===== src/rtl/keyed_mux_pkg.sv =====
// Shared types and helpers for the keyed selector bank and its channels.
package keyed_mux_pkg;

  typedef enum logic [1:0] {
    ST_IDLE   = 2'd0,
    ST_LOAD   = 2'd1,
    ST_ACTIVE = 2'd2
  } state_t;

  function automatic int clog2(input int value);
    int res;
    res = 0;
    while ((1 << res) < value) res++;
    return (res < 1) ? 1 : res;
  endfunction

  function automatic int ncand_of(input int selw);
    return 1 << selw;
  endfunction

  function automatic int keylen_of(input int nch, input int selw);
    return nch * selw;
  endfunction

  // Geometry of the default two-channel, 2-bit-key bank.
  localparam int NCAND  = ncand_of(2);
  localparam int KEYLEN = keylen_of(2, 2);

endpackage


===== src/rtl/keyed_mux_chan.sv =====
// One keyed selector: registers the candidate picked by sel, or the lock value.
module keyed_mux_chan #(
  parameter int SELW = 2
) (
  input  logic                    clk,
  input  logic                    rst_n,
  input  logic                    en,
  input  logic                    lock,
  input  logic                    lock_val,
  input  logic [SELW-1:0]         sel,
  input  logic [(1 << SELW)-1:0]  cand,
  output logic                    q
);

  // lock_val is tied to a constant at the top, so the reset value is static.
  always_ff @(posedge clk or negedge rst_n) begin
    if (!rst_n) begin
      q <= lock_val;
    end else if (lock) begin
      q <= lock_val;
    end else if (en) begin
      q <= cand[sel];
    end
  end

endmodule


===== src/rtl/keyed_mux_bank.sv =====
// Bank of NCH keyed selectors whose key is shifted in serially and committed once complete.
module keyed_mux_bank
  import keyed_mux_pkg::*;
#(
  parameter int             NCH      = 2,
  parameter int             SELW     = 2,
  parameter logic [NCH-1:0] LOCK_VAL = '0,
  localparam int            NCANDL   = ncand_of(SELW),
  localparam int            KEYLENL  = keylen_of(NCH, SELW),
  localparam int            CNTW     = clog2(KEYLENL + 1)
) (
  input  logic                    clk,
  input  logic                    rst_n,
  input  logic                    key_in,
  input  logic                    key_valid,
  output logic                    key_ready,
  input  logic                    key_clear,
  input  logic                    din_valid,
  input  logic [NCH*NCANDL-1:0]   cand_in,
  output logic [NCH-1:0]          mux_out,
  output logic                    dout_valid,
  output logic                    locked,
  output logic [CNTW-1:0]         key_cnt
);

  state_t              state;
  logic [KEYLENL-1:0]  shift_q;
  logic [KEYLENL-1:0]  key_q;
  logic [KEYLENL-1:0]  shift_nxt;
  logic                accept;
  logic                last_bit;
  logic                active;

  assign active    = (state == ST_ACTIVE);
  assign key_ready = !active;
  assign locked    = !active;
  assign accept    = key_valid & key_ready & ~key_clear;
  assign last_bit  = (key_cnt == CNTW'(KEYLENL - 1));

  // First accepted bit migrates down to bit 0 once the whole key is in.
  generate
    if (KEYLENL == 1) begin : g_shift_one
      assign shift_nxt = key_in;
    end else begin : g_shift_many
      assign shift_nxt = {key_in, shift_q[KEYLENL-1:1]};
    end
  endgenerate

  // ---- key load stage: FSM, shift register, counter ----
  always_ff @(posedge clk or negedge rst_n) begin
    if (!rst_n) begin
      state   <= ST_IDLE;
      shift_q <= '0;
      key_q   <= '0;
      key_cnt <= '0;
    end else if (key_clear) begin
      state   <= ST_IDLE;
      shift_q <= '0;
      key_q   <= '0;
      key_cnt <= '0;
    end else if (accept) begin
      shift_q <= shift_nxt;
      if (last_bit) begin
        state   <= ST_ACTIVE;
        key_q   <= shift_nxt;
        key_cnt <= CNTW'(KEYLENL);
      end else begin
        state   <= ST_LOAD;
        key_cnt <= key_cnt + 1'b1;
      end
    end
  end

  // ---- output stage: uses the pre-edge state, one cycle latency ----
  always_ff @(posedge clk or negedge rst_n) begin
    if (!rst_n) begin
      dout_valid <= 1'b0;
    end else begin
      dout_valid <= active & din_valid;
    end
  end

  generate
    for (genvar c = 0; c < NCH; c++) begin : g_chan
      keyed_mux_chan #(
        .SELW (SELW)
      ) u_chan (
        .clk      (clk),
        .rst_n    (rst_n),
        .en       (active & din_valid),
        .lock     (!active),
        .lock_val (LOCK_VAL[c]),
        .sel      (key_q[c*SELW +: SELW]),
        .cand     (cand_in[c*NCANDL +: NCANDL]),
        .q        (mux_out[c])
      );
    end
  endgenerate

endmodule


===== config.mk =====
export PLATFORM = sky130hd
export DESIGN_NAME = keyed_mux_bank
export DESIGN_NICKNAME = d
export VERILOG_FILES = /design/src/rtl/keyed_mux_pkg.sv /design/src/rtl/keyed_mux_chan.sv /design/src/rtl/keyed_mux_bank.sv
export SDC_FILE = /design/constraint.sdc
export NUM_CORES = 1
export LEC_CHECK = 0
export BUFFER_PORTS_ARGS = -buffer_cell sky130_fd_sc_hd__clkbuf_2
export CAP_MARGIN = 20
export CELL_PAD_IN_SITES_DETAIL_PLACEMENT = 1
export CELL_PAD_IN_SITES_GLOBAL_PLACEMENT = 1
export CORE_ASPECT_RATIO = 1.1
export CORE_MARGIN = 2
export CORE_UTILIZATION = 40
export CTS_CLUSTER_SIZE = 28
export DETAILED_ROUTE_END_ITERATION = 8
export GPL_TIMING_DRIVEN = 0
export PLACE_DENSITY_LB_ADDON = 0.1
export SETUP_SLACK_MARGIN = 0.15
export SLEW_MARGIN = 5
export SYNTH_ARGS = -nofsm -noshare
export SYNTH_HDL_FRONTEND = slang
export SYNTH_SLANG_ARGS = --single-unit

===== constraint.sdc =====
create_clock -name clk -period 2.6 [get_ports clk]
set_clock_uncertainty 0.15 [all_clocks]
set_input_delay 0.26 -clock clk [delete_from_list [all_inputs] [get_ports clk]]
set_output_delay 0.26 -clock clk [all_outputs]
set_load 0.03 [all_outputs]

==> results of run 1 <==
==> state kept, by name, summed over array words and instances, names as in the netlist <==
signal,count
key_q,4
key_cnt,3
shift_q,3
g_chan.u_chan.q,2
state,2
dout_valid,1
==> worst paths after layout <==
path                                             endpoint  depth (start not counted)  slack, ns                            from
setup / recovery                                   locked                          5       0.69            state[0]$_DFFE_PN0P_
hold / removal                     shift_q[3]$_DFFE_PN0P_                          3       0.07                          key_in
setup reg to reg                   key_cnt[0]$_DFFE_PN0P_                          4       0.81          key_cnt[0]$_DFFE_PN0P_
hold reg to reg            g_chan[1].u_chan.q$_DFFE_PN0P_                          2       0.39  g_chan[1].u_chan.q$_DFFE_PN0P_
max in group asynchronous          key_cnt[1]$_DFFE_PN0P_                          2       1.72                           rst_n
min in group asynchronous  g_chan[1].u_chan.q$_DFFE_PN0P_                          2       0.29                           rst_n
==> power breakdown <==
group | total [mW] | internal [mW] | switching [mW] | leakage, nW
clock network | 0.136 | 0.0596 | 0.0764 | 0.0150
registers | 0.243 | 0.239 | 0.00431 | 0.206
logic | 0.0539 | 0.0220 | 0.0319 | 0.216
==> per-stage QoR <==
stage,hold WS (ns),cells
global placement,0.0543,112
global route,0.100,118
finish,0.0733,118
floorplan,-0.186,73
CTS,0.0665,118
detailed placement,0.0528,112
==> cell usage after synthesis, drive strengths merged <==
library cell | n | area share
buf | 6 | 0.050
mux4 | 2 | 0.060
inv | 4 | 0.020
or4 | 1 | 0.010
or3 | 1 | 0.0084
dfrtp | 15 | 0.50
a21oi | 11 | 0.073
o21ai | 6 | 0.040
nand4 | 5 | 0.042
clkbuf | 2 | 0.010
ha | 2 | 0.033
nor2 | 3 | 0.015
a31oi | 1 | 0.0084
nor2b | 1 | 0.012
o31ai | 4 | 0.040
and2 | 1 | 0.0084
a21boi | 1 | 0.010
nand3 | 4 | 0.027
mux2i | 2 | 0.027
nand2 | 1 | 0.0050
==> worst min-delay path, cell delays in order <==
cell	delay (ns)
clkbuf_2	0.09
nand3_1	0.07
a21oi_1	0.05
==> cell type report <==
| cell class | instances | area share |
|---|---|---|
| Sequential cell | 15 | 0.407 |
| Timing Repair Buffer | 23 | 0.136 |
| Inverter | 4 | 0.0163 |
| Tap cell | 18 | 0.0244 |
| Multi-Input combinational cell | 46 | 0.340 |
| Clock buffer | 4 | 0.0285 |
| Buffer | 8 | 0.0488 |
==> routing by layer <==
metal | routed length (um) | track usage
met1 | 811 | 0.246
met2 | 804 | 0.269
met3 | 53 | 0.0222
met4 | 44 | 0.0882
met5 | 0 | 0
==> cell families after synthesis <==
| family | share of synthesized area |
|---|---|
| AO/OA/AOI/OAI | 0.172 |
| AND/OR/NAND/NOR | 0.127 |
| flip-flops | 0.501 |
| buffers and inverters | 0.0801 |
| multiplexers | 0.0868 |
| adder cells (fa/ha/maj) | 0.0334 |
==> results.ini, run 1 <==
[run_status]
outcome=complete, no violations

[routing]
drc=0
vias_per_cell=5.46
wl_um=1710
antenna_left=0
wl_per_cell_um=14.5
routed-via-count=644
firstDrtPassIters=3
drt_iter0_drc=1

[worst_setup_path]
cp_cell_sequence=nor2b_2 -> inv_2 -> buf_2 -> buf_4 -> clkbuf_2
critPathMaxFanout=11
cp.arrival_ns=1.50
critPathKind=reg -> out
required_ns=2.19
cp-start-kind=flop
crit_buf_inv=4
critPathMaxStageDelay_ns=0.41
end_kind=output pin
worst_path_max_delay_cell=dfrtp_1
critical_path.top_delay_family=buffers and inverters

[pwr]
p_total_mw=0.433
powerDensity_mw_per_mm2=469
peakVddDrop_mv=0.293
power_leakage_nw=0.437

[clocking]
tritoncts=built
ctsResizeCount=0
htree_levels=1
numCtsBuffers=3
cts.path.max_buffers=2
hold_buffers=2
clk_transition_reported_paths_ns=0.09
cts_setup_buffers=0
cts_root_buf=clkbuf_4
cts.sinks=15
clk_latency_ns=0.28

[die]
fp.dieW_um=45.3
fp.coreArea_mm2=0.00178
die_area_mm2=0.00224
start_util=0.421
ios=22
rows=16
die_y_um=49.4

[final_layout]
final_cell_area_um2=923
layout.nets=117
fillCellCount=211
final_common_cell=clkbuf_2
final_cell_mix=clkbuf_2 (21), dfrtp_1 (15), a21oi_1 (11)
diodes=0
area_growth_pct=23.2
multi_input_area_um2=314
regArea_um2=375
drive_gt1_frac=0.350
finalCoreUtilization=0.518

[timing]
period_share=0.736
fin_tns_setup_ns=0
slew_violations=0
rsz0062_at_grt=no
fmax_mhz=523
layout_setup_ws_ns=0.688
setup_viol=0
relSlewSlack=0.692
period_minus_slack_ns=1.91
hold_viol=0
worst_pin_slew_ns=0.463

[hold_path]
min_path_type=in -> reg

[placed_design]
dp_hpwl_um=1220
dp_slack_ns=0.833
place_area_um2=877
io_buffers=21
finalWeightedCongestion=0.697

[global_route]
grt_overflow=0
grt_usage=0.178
grt_antenna_before_repair=0
grt_pass1_wl_um=2840
grt_pass1_vias=625
grt_start_max_net_pins=16

[synth]
ys_warn_count=0
netlist_area_um2=749
synth_seq_cells=15
synth_nets=89
syn_inst=73
synth_cell_types=23
ys_seq_area_frac=0.501
avgSynthCellArea_um2=10.3

[flow_run]
maxCapViolCount=0

(Power assumes the default switching activity.)
==> run 2, diff against run 1 <==
ABC_AREA = 1   (was not set)
CORE_UTILIZATION = 35   (was 40)
clock period = 1.9 ns   (was 2.6 ns; I/O delays follow)
==> run 2 against run 1 <==
Against the previous run:
- sequential share of layout area down 1.8 points
- critical endpoint unchanged
- via count up 11%
- critical path depth down 1
- critical path type unchanged
- highest routed layer unchanged
==> results.ini, run 2 <==
[routing]
wl_um=1710  ; -0.12%
antenna_left=0  ; unchanged
wl_per_cell_um=11.0  ; -24%
routed-via-count=712  ; +11%
drc=0  ; unchanged
firstDrtPassIters=4  ; +1
drt_iter0_drc=8  ; +7
vias_per_cell=4.56  ; -16%

[worst_setup_path]
critPathMaxFanout=6  ; -5
cp.arrival_ns=1.13  ; -0.37 ns
required_ns=1.56  ; -0.63 ns
cp_cell_sequence=inv_1 -> nand2_4 -> buf_4 -> clkbuf_2
worst_path_max_delay_cell=dfrtp_1
cp-start-kind=flop
crit_buf_inv=3  ; -1
critPathKind=reg -> out
critPathMaxStageDelay_ns=0.39  ; -0.02 ns
critical_path.top_delay_family=flip-flops
end_kind=output pin

[global_route]
grt_pass1_wl_um=3180  ; +12%
grt_overflow=0  ; unchanged
grt_start_max_net_pins=16  ; unchanged
grt_usage=0.163  ; -0.0152
grt_antenna_before_repair=0  ; unchanged
grt_pass1_vias=791  ; +27%

[die]
rows=17  ; +1
fp.coreArea_mm2=0.00206  ; +16%
ios=22  ; unchanged
fp.dieW_um=49.0  ; +8.2%
die_area_mm2=0.00262  ; +17%
start_util=0.378  ; -0.0428
die_y_um=53.5  ; +8.3%

[placed_design]
io_buffers=21  ; unchanged
dp_hpwl_um=1400  ; +15%
finalWeightedCongestion=0.761  ; +9.2%

[timing]
whs_ns=0.0135  ; -0.0599 ns
worst_pin_slew_ns=0.384  ; -0.0789 ns
hold_viol=0  ; unchanged
relSlewSlack=0.744  ; +0.0526
fin_tns_setup_ns=0  ; unchanged
period_minus_slack_ns=1.47
rsz0062_at_grt=no
period_share=0.776
setup_viol=0  ; unchanged
fmax_mhz=678
slew_violations=0  ; unchanged

[synth]
synth_seq_cells=15  ; unchanged
synth_top_flop_cell=dfrtp_1
ys_warn_count=0  ; unchanged
synth.top_cells.by_count=nand2_1 (32), nand3_1 (21), dfrtp_1 (15), inv_1 (15), nor2_1 (7)
ys_seq_area_frac=0.482  ; -0.0193
netlist_area_um2=779  ; +4.0%
synth_area_leaders=dfrtp_1 (48%), nand2_1 (15%), nand3_1 (13%)
syn_inst=101  ; +38%
synth_cell_types=11  ; -52%
synth_nets=117  ; +31%
avgSynthCellArea_um2=7.72  ; -25%
synthArstFlopShare=1.00  ; unchanged
yosysTopAreaCellShare=0.482  ; -0.0193
yosysMostFrequentCell=nand2_1
synth_edf_count=0  ; unchanged
yosysTopAreaCell=dfrtp_1

[clocking]
cts.path.max_buffers=2  ; unchanged
cts_setup_buffers=0  ; unchanged
tritoncts=built
numCtsBuffers=3  ; unchanged
ctsResizeCount=0  ; unchanged
cts_root_buf=clkbuf_4
clk_latency_ns=0.28  ; about the same
hold_buffers=2  ; unchanged
cts.sinks=15  ; unchanged
clk_transition_reported_paths_ns=0.09  ; about the same
htree_levels=1  ; unchanged

[pwr]
p_seq_frac=0.564  ; +0.003
powerDensity_mw_per_mm2=616  ; +31%
power_leakage_nw=0.570  ; +30%
peakVddDrop_mv=0.365  ; +24%
pwr-share-clk=0.301  ; -0.013
p_sw_frac=0.265  ; +0.00502
combPwrFrac=0.135  ; +0.011
power_switching_mw=0.158  ; +40%
p_int_mw=0.438  ; +37%

[final_layout]
diodes=0  ; unchanged
largest_reg_flops=4  ; unchanged
area_growth_pct=24.1
regMostFlops=key_q
finalCoreUtilization=0.469  ; -0.0495
drive_gt1_frac=0.250  ; -0.100
layout.nets=145  ; +24%
reg.largest.list=key_q (4), key_cnt (3), shift_q (3)
final_cell_mix=nand2_1 (32), nand3_1 (21), clkbuf_2 (21)
final_common_cell=nand2_1

[hold_path]
min_path_type=in -> reg

[run_status]
outcome=complete, no violations

[flow_run]
maxCapViolCount=0  ; unchanged

==> run 2: cell types whose count changed after synthesis, sizes merged, moves of 4 or more <==
| cell | change |
|---|---|
| nand2 | +33 |
| nand3 | +17 |
| a21oi | -11 |
| inv | +11 |
| nand4 | -5 |
| nor2 | +4 |
| o21ai | -4 |
| o31ai | -4 |
==> run 2: worst paths after layout <==
kind / slack [ns] / end / startpoint / cells after the start
worst max-delay path: 0.43 / locked / state[0]$_DFFE_PN0P_ / 4
worst min-delay path: 0.01 / key_q[3]$_DFFE_PN0P_ / key_in / 3
worst max register to register: 0.45 / key_cnt[0]$_DFFE_PN0P_ / key_cnt[0]$_DFFE_PN0P_ / 7
worst min register to register: 0.34 / g_chan[1].u_chan.q$_DFFE_PN0P_ / g_chan[1].u_chan.q$_DFFE_PN0P_ / 2
max in group asynchronous: 1.12 / g_chan[0].u_chan.q$_DFFE_PN0P_ / rst_n / 2
min in group asynchronous: 0.20 / shift_q[2]$_DFFE_PN0P_ / rst_n / 2
==> run 2: cells by family after synthesis <==
| logic type | synth area share |
|---|---|
| DFF | 0.482 |
| AOI/OAI and AO/OA | 0.0128 |
| adders and majority gates | 0.0321 |
| and+or+nand+nor | 0.352 |
| buffers and inverters | 0.122 |
==> run 2: layer usage <==
metal / track usage / up-vias / wire length [um]
li1: - / 366 / -
met1: 0.165 / 328 / 698
met2: 0.322 / 16 / 923
met3: 0.0367 / 2 / 74
met4: 0.0714 / 0 / 15
met5: 0 / - / 0
==> run 2: cell type report <==
class | instances | area, um2
flip-flops and latches | 15 | 375
multi-input cells | 66 | 309
fillers | 290 | 1100
well taps | 28 | 35.0
clock inverters | 1 | 5.00
plain buffers | 5 | 38.8
repair buffers | 23 | 125
clock buffers | 3 | 22.5
inverters | 15 | 56.3
==> run 2: metrics by stage <==
step                instance area, um2  power [mW]  std cells  setup slack [ns]
floorplan                          779       0.386        101             0.407
global placement                   920       0.420        150             0.459
detailed placement                 920       0.422        150             0.451
CTS                                967       0.604        156             0.408
global route                       967       0.631        156             0.323
finish                             967       0.596        156             0.425
==> run 2: worst register-to-register path: cells and delay by family (launching register included) <==
kind | cells | cell delay [ns]
adders and majority gates | 2 | 0.43
buffers and inverters | 1 | 0.08
and+or+nand+nor | 4 | 0.33
DFF | 1 | 0.41
==> run 2: power groups by stage <==
stage | sequential [mW] | combinational (mW) | clock, mW
after floorplan | 0.349 | 0.0365 | 0
final | 0.336 | 0.0806 | 0.179
after global placement | 0.342 | 0.0775 | 0
after detailed placement | 0.343 | 0.0792 | 0
after CTS | 0.336 | 0.0829 | 0.185
after global routing | 0.338 | 0.0939 | 0.199
